--- src/rtl/iter_divider_if.sv ---
// Request/response channel between the execute stage and the iterative divider.
// The execute stage is the master; the divider is the slave.
interface iter_divider_if #(
  parameter int REG_W = 64
);
  logic             req_valid;
  logic             req_ready;
  logic             req_signed;
  logic [1:0]       req_bmd;
  logic [REG_W-1:0] req_dividend;
  logic [REG_W-1:0] req_divisor;
  logic             resp_valid;
  logic             resp_ready;
  logic [REG_W-1:0] resp_quot;
  logic [REG_W-1:0] resp_rem;
  logic             resp_div0;
  logic             resp_ovf;

  modport master (
    output req_valid, req_signed, req_bmd, req_dividend, req_divisor, resp_ready,
    input  req_ready, resp_valid, resp_quot, resp_rem, resp_div0, resp_ovf
  );

  modport slave (
    input  req_valid, req_signed, req_bmd, req_dividend, req_divisor, resp_ready,
    output req_ready, resp_valid, resp_quot, resp_rem, resp_div0, resp_ovf
  );
endinterface

--- src/rtl/iter_divider.sv ---
// Radix-2 restoring divider for MIOP_DIV/MIOP_DIVI: 8/16/32/64-bit operands,
// signed (truncating) or unsigned, one quotient bit per cycle.
module iter_divider #(
  parameter int REG_W = 64
) (
  input  logic          clk,
  input  logic          rstn,
  input  logic          flush,
  iter_divider_if.slave bus
);

  localparam logic [1:0] ST_IDLE = 2'd0;
  localparam logic [1:0] ST_CALC = 2'd1;
  localparam logic [1:0] ST_DONE = 2'd2;

  function automatic logic [6:0] bmd_width(input logic [1:0] bmd);
    case (bmd)
      2'd0:    bmd_width = 7'd8;
      2'd1:    bmd_width = 7'd16;
      2'd2:    bmd_width = 7'd32;
      default: bmd_width = 7'd64;
    endcase
  endfunction

  function automatic logic [REG_W-1:0] bmd_mask(input logic [1:0] bmd);
    case (bmd)
      2'd0:    bmd_mask = {{(REG_W-8){1'b0}},  {8{1'b1}}};
      2'd1:    bmd_mask = {{(REG_W-16){1'b0}}, {16{1'b1}}};
      2'd2:    bmd_mask = {{(REG_W-32){1'b0}}, {32{1'b1}}};
      default: bmd_mask = {REG_W{1'b1}};
    endcase
  endfunction

  // Truncate to the operand width, then sign- or zero-extend from bit W-1.
  function automatic logic [REG_W-1:0] extend(input logic [REG_W-1:0] v,
                                              input logic [1:0] bmd,
                                              input logic sgn);
    logic [REG_W-1:0] m;
    logic [REG_W-1:0] top;
    m      = bmd_mask(bmd);
    top    = m ^ (m >> 1);
    extend = (sgn && (|(v & top))) ? (v | ~m) : (v & m);
  endfunction

  logic [1:0]       state_r;
  logic             req_ready_r;
  logic             resp_valid_r;
  logic [REG_W-1:0] resp_quot_r;
  logic [REG_W-1:0] resp_rem_r;
  logic             resp_div0_r;
  logic             resp_ovf_r;

  logic [REG_W-1:0] dvd_r;
  logic [REG_W-1:0] dvs_r;
  logic [REG_W-1:0] rem_r;
  logic [REG_W-1:0] quo_r;
  logic [6:0]       cnt_r;
  logic [1:0]       bmd_r;
  logic             signed_r;
  logic             sgn_q_r;
  logic             sgn_rem_r;
  logic             special_r;
  logic             div0_r;
  logic             ovf_r;

  logic [REG_W-1:0] mask_s;
  logic [REG_W-1:0] top_s;
  logic [REG_W-1:0] dvd_t_s;
  logic [REG_W-1:0] dvs_t_s;
  logic             dvd_neg_s;
  logic             dvs_neg_s;
  logic [REG_W-1:0] dvd_mag_s;
  logic [REG_W-1:0] dvs_mag_s;
  logic [REG_W-1:0] dvd_align_s;
  logic [6:0]       width_s;
  logic             div0_s;
  logic             ovf_s;
  logic [REG_W:0]   rem_sh_s;
  logic [REG_W:0]   diff_s;
  logic             keep_s;
  logic [REG_W-1:0] fin_quot_s;
  logic [REG_W-1:0] fin_rem_s;

  // Operand preparation for a request being accepted in IDLE.
  always_comb begin
    mask_s      = bmd_mask(bus.req_bmd);
    top_s       = mask_s ^ (mask_s >> 1);
    width_s     = bmd_width(bus.req_bmd);
    dvd_t_s     = bus.req_dividend & mask_s;
    dvs_t_s     = bus.req_divisor & mask_s;
    dvd_neg_s   = bus.req_signed & (|(dvd_t_s & top_s));
    dvs_neg_s   = bus.req_signed & (|(dvs_t_s & top_s));
    dvd_mag_s   = dvd_neg_s ? ((-dvd_t_s) & mask_s) : dvd_t_s;
    dvs_mag_s   = dvs_neg_s ? ((-dvs_t_s) & mask_s) : dvs_t_s;
    // Left-align so the operand's MSB is always shifted out of bit REG_W-1.
    dvd_align_s = dvd_mag_s << (7'd64 - width_s);
    div0_s      = (dvs_t_s == {REG_W{1'b0}});
    ovf_s       = bus.req_signed && (dvd_t_s == top_s) && (dvs_t_s == mask_s);
  end

  // One restoring step plus the final sign correction and extension.
  always_comb begin
    rem_sh_s   = {rem_r, dvd_r[REG_W-1]};
    diff_s     = rem_sh_s - {1'b0, dvs_r};
    keep_s     = rem_sh_s[REG_W] | ~diff_s[REG_W];
    fin_quot_s = special_r ? quo_r
                           : extend(sgn_q_r ? -quo_r : quo_r, bmd_r, signed_r);
    fin_rem_s  = special_r ? rem_r
                           : extend(sgn_rem_r ? -rem_r : rem_r, bmd_r, signed_r);
  end

  // Control FSM, iteration datapath and registered response.
  always_ff @(posedge clk or negedge rstn) begin
    if (!rstn) begin
      state_r      <= ST_IDLE;
      req_ready_r  <= 1'b1;
      resp_valid_r <= 1'b0;
      resp_quot_r  <= {REG_W{1'b0}};
      resp_rem_r   <= {REG_W{1'b0}};
      resp_div0_r  <= 1'b0;
      resp_ovf_r   <= 1'b0;
      dvd_r        <= {REG_W{1'b0}};
      dvs_r        <= {REG_W{1'b0}};
      rem_r        <= {REG_W{1'b0}};
      quo_r        <= {REG_W{1'b0}};
      cnt_r        <= 7'd0;
      bmd_r        <= 2'd0;
      signed_r     <= 1'b0;
      sgn_q_r      <= 1'b0;
      sgn_rem_r    <= 1'b0;
      special_r    <= 1'b0;
      div0_r       <= 1'b0;
      ovf_r        <= 1'b0;
    end else if (flush) begin
      state_r      <= ST_IDLE;
      req_ready_r  <= 1'b1;
      resp_valid_r <= 1'b0;
    end else begin
      case (state_r)
        ST_IDLE: begin
          if (bus.req_valid) begin
            state_r     <= ST_CALC;
            req_ready_r <= 1'b0;
            bmd_r       <= bus.req_bmd;
            signed_r    <= bus.req_signed;
            sgn_q_r     <= dvd_neg_s ^ dvs_neg_s;
            sgn_rem_r   <= dvd_neg_s;
            dvd_r       <= dvd_align_s;
            dvs_r       <= dvs_mag_s;
            // Exceptional results are preloaded and emitted one cycle later.
            if (div0_s) begin
              special_r <= 1'b1;
              div0_r    <= 1'b1;
              ovf_r     <= 1'b0;
              cnt_r     <= 7'd0;
              quo_r     <= {REG_W{1'b1}};
              rem_r     <= extend(dvd_t_s, bus.req_bmd, bus.req_signed);
            end else if (ovf_s) begin
              special_r <= 1'b1;
              div0_r    <= 1'b0;
              ovf_r     <= 1'b1;
              cnt_r     <= 7'd0;
              quo_r     <= extend(top_s, bus.req_bmd, 1'b1);
              rem_r     <= {REG_W{1'b0}};
            end else begin
              special_r <= 1'b0;
              div0_r    <= 1'b0;
              ovf_r     <= 1'b0;
              cnt_r     <= width_s;
              quo_r     <= {REG_W{1'b0}};
              rem_r     <= {REG_W{1'b0}};
            end
          end else begin
            req_ready_r <= 1'b1;
          end
        end
        ST_CALC: begin
          if (cnt_r != 7'd0) begin
            rem_r <= keep_s ? diff_s[REG_W-1:0] : rem_sh_s[REG_W-1:0];
            quo_r <= {quo_r[REG_W-2:0], keep_s};
            dvd_r <= dvd_r << 1;
            cnt_r <= cnt_r - 7'd1;
          end else begin
            state_r      <= ST_DONE;
            resp_valid_r <= 1'b1;
            resp_quot_r  <= fin_quot_s;
            resp_rem_r   <= fin_rem_s;
            resp_div0_r  <= div0_r;
            resp_ovf_r   <= ovf_r;
          end
        end
        ST_DONE: begin
          if (bus.resp_ready) begin
            state_r      <= ST_IDLE;
            resp_valid_r <= 1'b0;
            req_ready_r  <= 1'b1;
          end else begin
            resp_valid_r <= 1'b1;
          end
        end
        default: begin
          state_r      <= ST_IDLE;
          req_ready_r  <= 1'b1;
          resp_valid_r <= 1'b0;
        end
      endcase
    end
  end

  assign bus.req_ready  = req_ready_r;
  assign bus.resp_valid = resp_valid_r;
  assign bus.resp_quot  = resp_quot_r;
  assign bus.resp_rem   = resp_rem_r;
  assign bus.resp_div0  = resp_div0_r;
  assign bus.resp_ovf   = resp_ovf_r;

endmodule
--- src/flat_wrapper.sv ---
// flat-port wrapper written by rule: the top's interface ports become plain ports
module iter_divider_flat 
#(
  parameter int REG_W = 64
)
  (clk, rstn, flush, bus_req_valid, bus_req_signed, bus_req_bmd, bus_req_dividend, bus_req_divisor, bus_resp_ready, bus_req_ready, bus_resp_valid, bus_resp_quot, bus_resp_rem, bus_resp_div0, bus_resp_ovf);
  iter_divider_if #(.REG_W(REG_W)) bus_i ();
  input  logic clk;
  input  logic rstn;
  input  logic flush;
  input wire logic [$bits(bus_i.req_valid)-1:0] bus_req_valid;
  input wire logic [$bits(bus_i.req_signed)-1:0] bus_req_signed;
  input wire logic [$bits(bus_i.req_bmd)-1:0] bus_req_bmd;
  input wire logic [$bits(bus_i.req_dividend)-1:0] bus_req_dividend;
  input wire logic [$bits(bus_i.req_divisor)-1:0] bus_req_divisor;
  input wire logic [$bits(bus_i.resp_ready)-1:0] bus_resp_ready;
  output wire logic [$bits(bus_i.req_ready)-1:0] bus_req_ready;
  output wire logic [$bits(bus_i.resp_valid)-1:0] bus_resp_valid;
  output wire logic [$bits(bus_i.resp_quot)-1:0] bus_resp_quot;
  output wire logic [$bits(bus_i.resp_rem)-1:0] bus_resp_rem;
  output wire logic [$bits(bus_i.resp_div0)-1:0] bus_resp_div0;
  output wire logic [$bits(bus_i.resp_ovf)-1:0] bus_resp_ovf;
  assign bus_i.req_valid = bus_req_valid;
  assign bus_i.req_signed = bus_req_signed;
  assign bus_i.req_bmd = bus_req_bmd;
  assign bus_i.req_dividend = bus_req_dividend;
  assign bus_i.req_divisor = bus_req_divisor;
  assign bus_i.resp_ready = bus_resp_ready;
  assign bus_req_ready = bus_i.req_ready;
  assign bus_resp_valid = bus_i.resp_valid;
  assign bus_resp_quot = bus_i.resp_quot;
  assign bus_resp_rem = bus_i.resp_rem;
  assign bus_resp_div0 = bus_i.resp_div0;
  assign bus_resp_ovf = bus_i.resp_ovf;
  iter_divider #(.REG_W(REG_W)) u_core (.clk(clk), .rstn(rstn), .flush(flush), .bus(bus_i));
endmodule
--- config.mk ---
export PLATFORM = sky130hd
export DESIGN_NAME = iter_divider_flat
export DESIGN_NICKNAME = d
export VERILOG_FILES = /design/src/rtl/iter_divider_if.sv /design/src/rtl/iter_divider.sv /design/src/flat_wrapper.sv
export SDC_FILE = /design/constraint.sdc
export NUM_CORES = 2
export LEC_CHECK = 0
export CORE_ASPECT_RATIO = 1.25
export CORE_UTILIZATION = 43
export CTS_CLUSTER_DIAMETER = 60
export DETAILED_ROUTE_END_ITERATION = 16
export PLACE_DENSITY = 0.76
export REMOVE_ABC_BUFFERS = 1
export SETUP_SLACK_MARGIN = 0.1
export SLEW_MARGIN = 5
export SYNTH_ARGS = -nofsm -noshare
export SYNTH_HDL_FRONTEND = slang
export SYNTH_SLANG_ARGS = --single-unit
export TNS_END_PERCENT = 100
--- constraint.sdc ---
create_clock -name clk -period 3.8 [get_ports clk]
set_clock_uncertainty 0.15 [all_clocks]
set_input_delay 0.76 -clock clk [delete_from_list [all_inputs] [get_ports clk]]
set_output_delay 0.76 -clock clk [all_outputs]
set_load 0.03 [all_outputs]
# --- Word level (Yosys, flattened, before mapping) ---
# Index checks and enable logic that the tools add are counted.
classes:
  n_addsub: 7
  n_eq_ne: 15
  shift: 1
  n_mux: 57
  bitwise_logic: 32
  reduce_logical: 23
ops:
  columns: ["cell", "n"]
  rows:
  - ["2-to-1 mux 64 bit", 29]
  - ["bitwise AND 64 bit", 14]
  - ["case mux 64 bit (2 select lines)", 3]
  - ["case mux 64 bit (3 select lines)", 2]
  - ["OR reduction 64 bit", 6]
  - ["negator 64 bit", 4]
  - ["bitwise OR 64 bit", 4]
  - ["bitwise XOR 64 x 63 -> 64 bit", 4]
  - ["NOT 64 bit", 3]
  - ["equality test 64 bit", 2]
  - ["subtractor 65 x 64 -> 65 bit", 1]
  - ["logical NOT 64 bit", 1]
  - ["<< shifter 64 x 7 -> 64 bit", 1]
  - ["2-to-1 mux 7 bit", 4]
  - ["case mux 7 bit (3 select lines)", 1]
  - ["case mux 7 bit (2 select lines)", 1]
  - ["2-to-1 mux 1 bit", 10]
  - ["!= test 3 bit (second input constant)", 3]
  - ["AND reduction 3 bit", 3]
  - ["2-to-1 mux 2 bit", 4]
  - ["nonzero test 7 bit", 1]
  - ["subtractor 7 x 1 -> 7 bit (second input constant)", 1]
  - ["subtractor 7 bit (first input constant)", 1]
  - ["equality test 2 x 1 -> 1 bit (second input constant)", 3]
  - ["14 further kinds", 29]
totals:
  reg_bits: 405
  in_bits: 136
  out_inout_bits: 132
  word_cells: 154

# --- Depth between registers and ports, before layout ---
logic_depth:
  depth_word: 19
  depth_mapped: 18

# --- Least setup slack after synthesis ---
# Ideal clock, no wire load.
synth_timing:
  path_kind: "input -> register"
  start: "input port bus_req_bmd[1]"
  end: "register u_core.quo_r[27]"
  t_arrival_ps: 3946
  path_slack_ps: -374
  stages: 17
  n_path_buf: 5
  cell_sequence: "clkbuf_1 -> clkbuf_1 -> clkbuf_1 -> clkbuf_1 -> nand2_1 -> inv_1 -> ha_1 -> nand4b_1 -> nor4_1 -> nand4_1 -> a21oi_1 -> nand4_1 -> a2111o_1 -> o21ai_0 -> a21oi_1 -> clkbuf_1 -> a21oi_1"
synth_between:
  elab_chain_len: 15
  elab_cells_between_ends: 28
  classes_between: "4 x eq/ne; 11 x mux; 8 x bitwise; 5 x reduce/logical"
synth_rtl:
  columns: ["item", "line_no", "source"]
  rows:
  - ["start, declared", "flat_wrapper.sv:13", "input wire logic [$bits(bus_i.req_bmd)-1:0] bus_req_bmd;"]
  - ["equality test 2 bit (tied with other cells)", "iter_divider.sv:26", "case (bmd)"]
  - ["case mux 64 bit (3 select lines) *", "iter_divider.sv:26", null]
  - ["2-to-1 mux 64 bit", "iter_divider.sv:158", "end else if (ovf_s) begin"]
  - ["2-to-1 mux 64 bit", "iter_divider.sv:151", "if (div0_s) begin"]
  - ["2-to-1 mux 64 bit", "iter_divider.sv:141", "if (bus.req_valid) begin"]
  - ["2-to-1 mux 64 bit", "iter_divider.sv:139", "case (state_r)"]
  - ["2-to-1 mux 64 bit", "iter_divider.sv:134", "end else if (flush) begin"]
  - ["bitwise XOR 64 x 63 -> 64 bit", "iter_divider.sv:41", "top = m ^ (m >> 1);"]
  - ["bitwise AND 64 bit", "iter_divider.sv:42", "extend = (sgn && (|(v & top))) ? (v | ~m) : (v & m);"]
  - ["OR reduction 64 bit", "iter_divider.sv:42", null]
  - ["2-to-1 mux 64 bit", "iter_divider.sv:42", null]
  - ["2-to-1 mux 64 bit", "iter_divider.sv:158", null]
  - ["2-to-1 mux 64 bit *", "iter_divider.sv:151", null]
  - ["2-to-1 mux 64 bit *", "iter_divider.sv:141", null]
  - ["case mux 64 bit (2 select lines) *", "iter_divider.sv:139", null]
  - ["end signal, assigned", "iter_divider.sv:156", "quo_r <= {REG_W{1'b1}};"]
  - ["end signal, assigned", "iter_divider.sv:163", "quo_r <= extend(top_s, bus.req_bmd, 1'b1);"]
  - ["end signal, assigned", "iter_divider.sv:170", "quo_r <= {REG_W{1'b0}};"]
  - ["end, declared", "iter_divider.sv:56", "logic [REG_W-1:0] quo_r;"]
# Every way passes the cells marked *; elsewhere a longest branch is shown, timed or not. The select of a mux whose other input is x is not followed.
# A chain may end at the register's enable or synchronous reset.

# --- Worst setup path after layout ---
layout_timing:
  start: "input port bus_req_dividend[0]"
  end: "register u_core.dvd_r[37]"
layout_between:
  elab_chain_len: 8
  elab_cells_between_ends: 10
  classes_between: "1 x add/sub; 1 x shift; 3 x mux; 4 x bitwise; 1 x reduce/logical"
layout_rtl:
  columns: ["item", "line_no", "source"]
  rows:
  - ["start, declared", "flat_wrapper.sv:14", "input wire logic [$bits(bus_i.req_dividend)-1:0] bus_req_dividend;"]
  - ["bitwise AND 64 bit *", "iter_divider.sv:89", "dvd_t_s = bus.req_dividend & mask_s;"]
  - ["branches (longest 3 deep; another with negator 64 bit)", null, null]
  - ["2-to-1 mux 64 bit *", "iter_divider.sv:93", "dvd_mag_s = dvd_neg_s ? ((-dvd_t_s) & mask_s) : dvd_t_s;"]
  - ["<< shifter 64 x 7 -> 64 bit *", "iter_divider.sv:96", "dvd_align_s = dvd_mag_s << (7'd64 - width_s);"]
  - ["2-to-1 mux 64 bit *", "iter_divider.sv:141", null]
  - ["case mux 64 bit (2 select lines) *", "iter_divider.sv:139", null]
  - ["end signal, assigned", "iter_divider.sv:122", "dvd_r <= {REG_W{1'b0}};"]
  - ["end signal, assigned", "iter_divider.sv:148", "dvd_r <= dvd_align_s;"]
  - ["end signal, assigned", "iter_divider.sv:181", "dvd_r <= dvd_r << 1;"]
  - ["end, declared", "iter_divider.sv:53", "logic [REG_W-1:0] dvd_r;"]
# Every way passes the cells marked *. The select of a mux whose other input is x is not followed.

==> flow_summary.yaml <==
outcome:
  outcome: "finished, final reports clean"
cells_and_area:
  design_area_sq_um: 38700
  seqCellArea_sq_um: 10100
  final_net_count: 4676
  multi_input_area_sq_um: 18100
  layout_commonest_cell: "buf_4"
  drive_gt1_share_pct: 17.8
  layoutNonFillerInstCount: 5359
  syn_to_final_growth_pct: 32.5
  final.fill_count: 6026
  layout_common_cells: "buf_4 (557), a21oi_1 (491), nand2_1 (480), nor2_1 (406), dfrtp_1 (402)"
worst_setup_path:
  worst_setup_path_start_kind: "input pin"
  crit_buf_inv: 3
  crit_start: "bus_req_dividend[0]"
  critPathMaxFanout: 4
  r2r-end: "u_core.bus.resp_quot[42]$_DFFE_PN0P_"
  reg2reg_slack_ns: 0.14
  crit_slowest_cell: "a2111o_1"
  setup.worst_path.end_class: "flop"
  path_class: "input pin to flop"
  crit_required_ns: 4.10
  worstPathCellList: "clkdlybuf4s50_1, buf_6, or3_4, a2111o_1, or3_4, a21o_4, buf_6, or4_1, o21ai_2, xor2_1, a211oi_1, a21oi_1, o21ai_1"
  cpPeakStageDelay_ns: 0.47
  cpLargestDelayFamily: "simple AND/OR/NAND/NOR gates"
  worstPathArrival_ns: 3.97
  r2r_cells: 10
  r2r-start: "u_core.quo_r[16]$_DFFE_PN0P_"
floorplanning:
  core_sq_um: 67000
  die_h_um: 293
  ioPinCount: 268
  dieArea_sq_um: 69000
  die_x_um: 235
  start_util_pct: 43.6
  rows: 106
clocking:
  clk_pin_slew_ns: 0.06
  cts_max_level: 2
  clock_sinks: 405
  cts_tree: "done"
  cts-root-buf: "clkbuf_16"
  cts_buffers: 47
  cts_max_path_buffers: 3
  worstSkewPairLatency_ns: 0.60
drt:
  ant_nets: 0
  viasPerCell: 6.08
  routed_wl_um: 119000
  routedWlPerCell_um: 22.2
  remaining_drc_errors: 0
  drtIter0Drc: 3595
  first_pass_iters: 6
  vias: 32600
logic_synthesis:
  yosys_register_bits: 405
  yosys_warnings: 0
  synth_area_per_cell_sq_um: 7.59
  seq_area_frac_synth_pct: 34.7
  synthFlopType: "dfrtp_1"
  syn_area_sq_um: 29200
  synth_edf_count: 0
  yosysTopAreaCell: "dfrtp_1"
  ys_async_sr_fraction_pct: 100
  post-synth-top-area-fraction_pct: 34.6
  synthTopCellsByArea: "dfrtp_1 (35%), a21oi_1 (8.5%), o21ai_0 (6.2%)"
  syn_inst: 3846
  synthDistinctLibCells: 83
sta:
  relSlewSlack_pct: 35.2
  worst_pin_slew_ns: 0.968
  post-route-min-period_ns: 3.66
  final.setup.tns_ns: 0
  timing.fmax_mhz: 273
  fin_crit_sh_pct: 96.4
  report.final.slew_viol_count: 0
  hold_violations: 0
  rsz0062_at_grt: "yes"
  setup-violations-final: 0
global_route:
  grtUsageTotal_pct: 33.5
  grt_pass1_vias: 31300
  grt_first_pass_wirelength_um: 181000
  grt_overflow: 0
  grt_start_max_net_pins: 96
  antenna_found_initial: 1
placed_design:
  gp_congestion: 1.02
  numPlacedInstances: 5259
  place_area_sq_um: 36500
  port_buffers: 267
  hpwl_um: 90600
hold_path:
  hold_class: "input pin to async pin"
power_and_ir_drop:
  pwr-share-comb_pct: 64.7
  internal_power_mw: 18.3
  power.density_nw_per_um2: 916
  p_sw_mw: 17.2
  clockPowerShare_pct: 13.6
  sw_frac_of_total_pct: 48.5
  seqPwrFrac_pct: 21.7
  p_leak_nw: 16.6
  vdd_drop_max_mv: 0.565
flow_run:
  max-cap-violations: 0
-- cell type report --
class / instances / share of cell area [%]
multi-input cells: 3038 / 46.7
flip-flops and latches: 405 / 26.2
repair buffers: 850 / 19.0
clock buffers: 59 / 3.37
well taps: 864 / 2.79
inverters: 119 / 1.15
clock inverters: 23 / 0.805
diodes: 1 / 0.00647
-- logic make-up (layout without fill, tap and decap cells) --
logic type      count (synthesis)  count (layout)  share of synthesized area (%)
mux                            26              26                          0.998
fa+ha+maj                      79              79                           3.41
buf+inv                       403            1051                           5.23
compound gates               1372            1372                           28.3
xor+xnor                      222             222                           6.66
simple gates                 1339            1339                           20.7
flops                         405             405                           34.7
other cells                     0               1                              0
-- what timing repair did --
action,CTS,global route
setup endpoints to repair,77,199
hold buffers,0,0
gates cloned,0,0
pin swaps,31,36
resized for setup,48,84
buffers inserted,2,15
-- layer usage --
| metal | routed length, um | share of wire (%) | vias to the layer above | GRT usage [%] |
|---|---|---|---|---|
| met5 | 0 | 0 | - | 0 |
| met3 | 8630 | 7.3 | 386 | 4.22 |
| met2 | 55400 | 47 | 1681 | 55.6 |
| met1 | 46200 | 39 | 15400 | 41.2 |
| li1 | - | - | 15100 | - |
| met4 | 8510 | 7.2 | 0 | 21.9 |
-- Yosys cell counts, types with 34 or more instances --
| library cell | n |
|---|---|
| nand4_1 | 37 |
| a221oi_1 | 36 |
| nand3_1 | 56 |
| nand2_1 | 482 |
| nor2_1 | 414 |
| a31oi_1 | 48 |
| nor3_1 | 100 |
| o22ai_1 | 69 |
| o21ai_0 | 362 |
| o31ai_1 | 73 |
| dfrtp_1 | 404 |
| a211oi_1 | 38 |
| inv_1 | 117 |
| a21oi_1 | 497 |
| ha_1 | 78 |
| clkbuf_1 | 249 |
| or4_1 | 34 |
| xnor2_1 | 131 |
| a21o_1 | 47 |
| xor2_1 | 91 |
| or3_1 | 59 |
-- worst max-delay path by stage --
stage | endpoint | slack [ns] | depth (start not counted)
after CTS | u_core.dvs_r[63]$_DFFE_PN0P_ | 0.09 | 11
after global placement | u_core.dvs_r[57]$_DFFE_PN0P_ | -0.82 | 11
after global routing | u_core.dvd_r[37]$_DFFE_PN0P_ | 0.04 | 12
after detailed placement | u_core.dvs_r[63]$_DFFE_PN0P_ | -0.84 | 11
final | u_core.dvd_r[37]$_DFFE_PN0P_ | 0.14 | 13
after floorplan | u_core.rem_r[47]$_DFFE_PN0P_ | -18.80 | 8
-- registers in the layout (all words and copies together) (netlist names), 2 cells and up --
signal,count
u_core.bus.resp_rem,64
u_core.state_r,2
u_core.rem_r,64
u_core.cnt_r,7
u_core.dvs_r,64
u_core.dvd_r,64
u_core.quo_r,64
u_core.bmd_r,2
u_core.bus.resp_quot,64
-- through the flow --
| step | hold slack (ns) | setup WS, ns | total power [mW] | utilization [%] |
|---|---|---|---|---|
| detailed placement | 0.319 | -0.837 | 29.7 | 54.4 |
| finish | 0.0705 | 0.138 | 35.4 | 57.8 |
| CTS | 0.0784 | 0.0933 | 34.7 | 57.2 |
| floorplan | 0.289 | -18.80 | 20.1 | - |
| global placement | 0.309 | -0.825 | 29.4 | 54.4 |
| global route | 0.118 | 0.0354 | 37.6 | 57.8 |
-- power groups by stage --
stage	sequential, mW	combinational (mW)	clock (mW)
finish	7.68	22.9	4.81
global route	7.87	24.8	5.01
CTS	7.62	22.2	4.86
detailed placement	7.68	22.0	0
global placement	7.63	21.7	0
floorplan	8.61	11.5	0
Power figures use the tool's default switching activity.
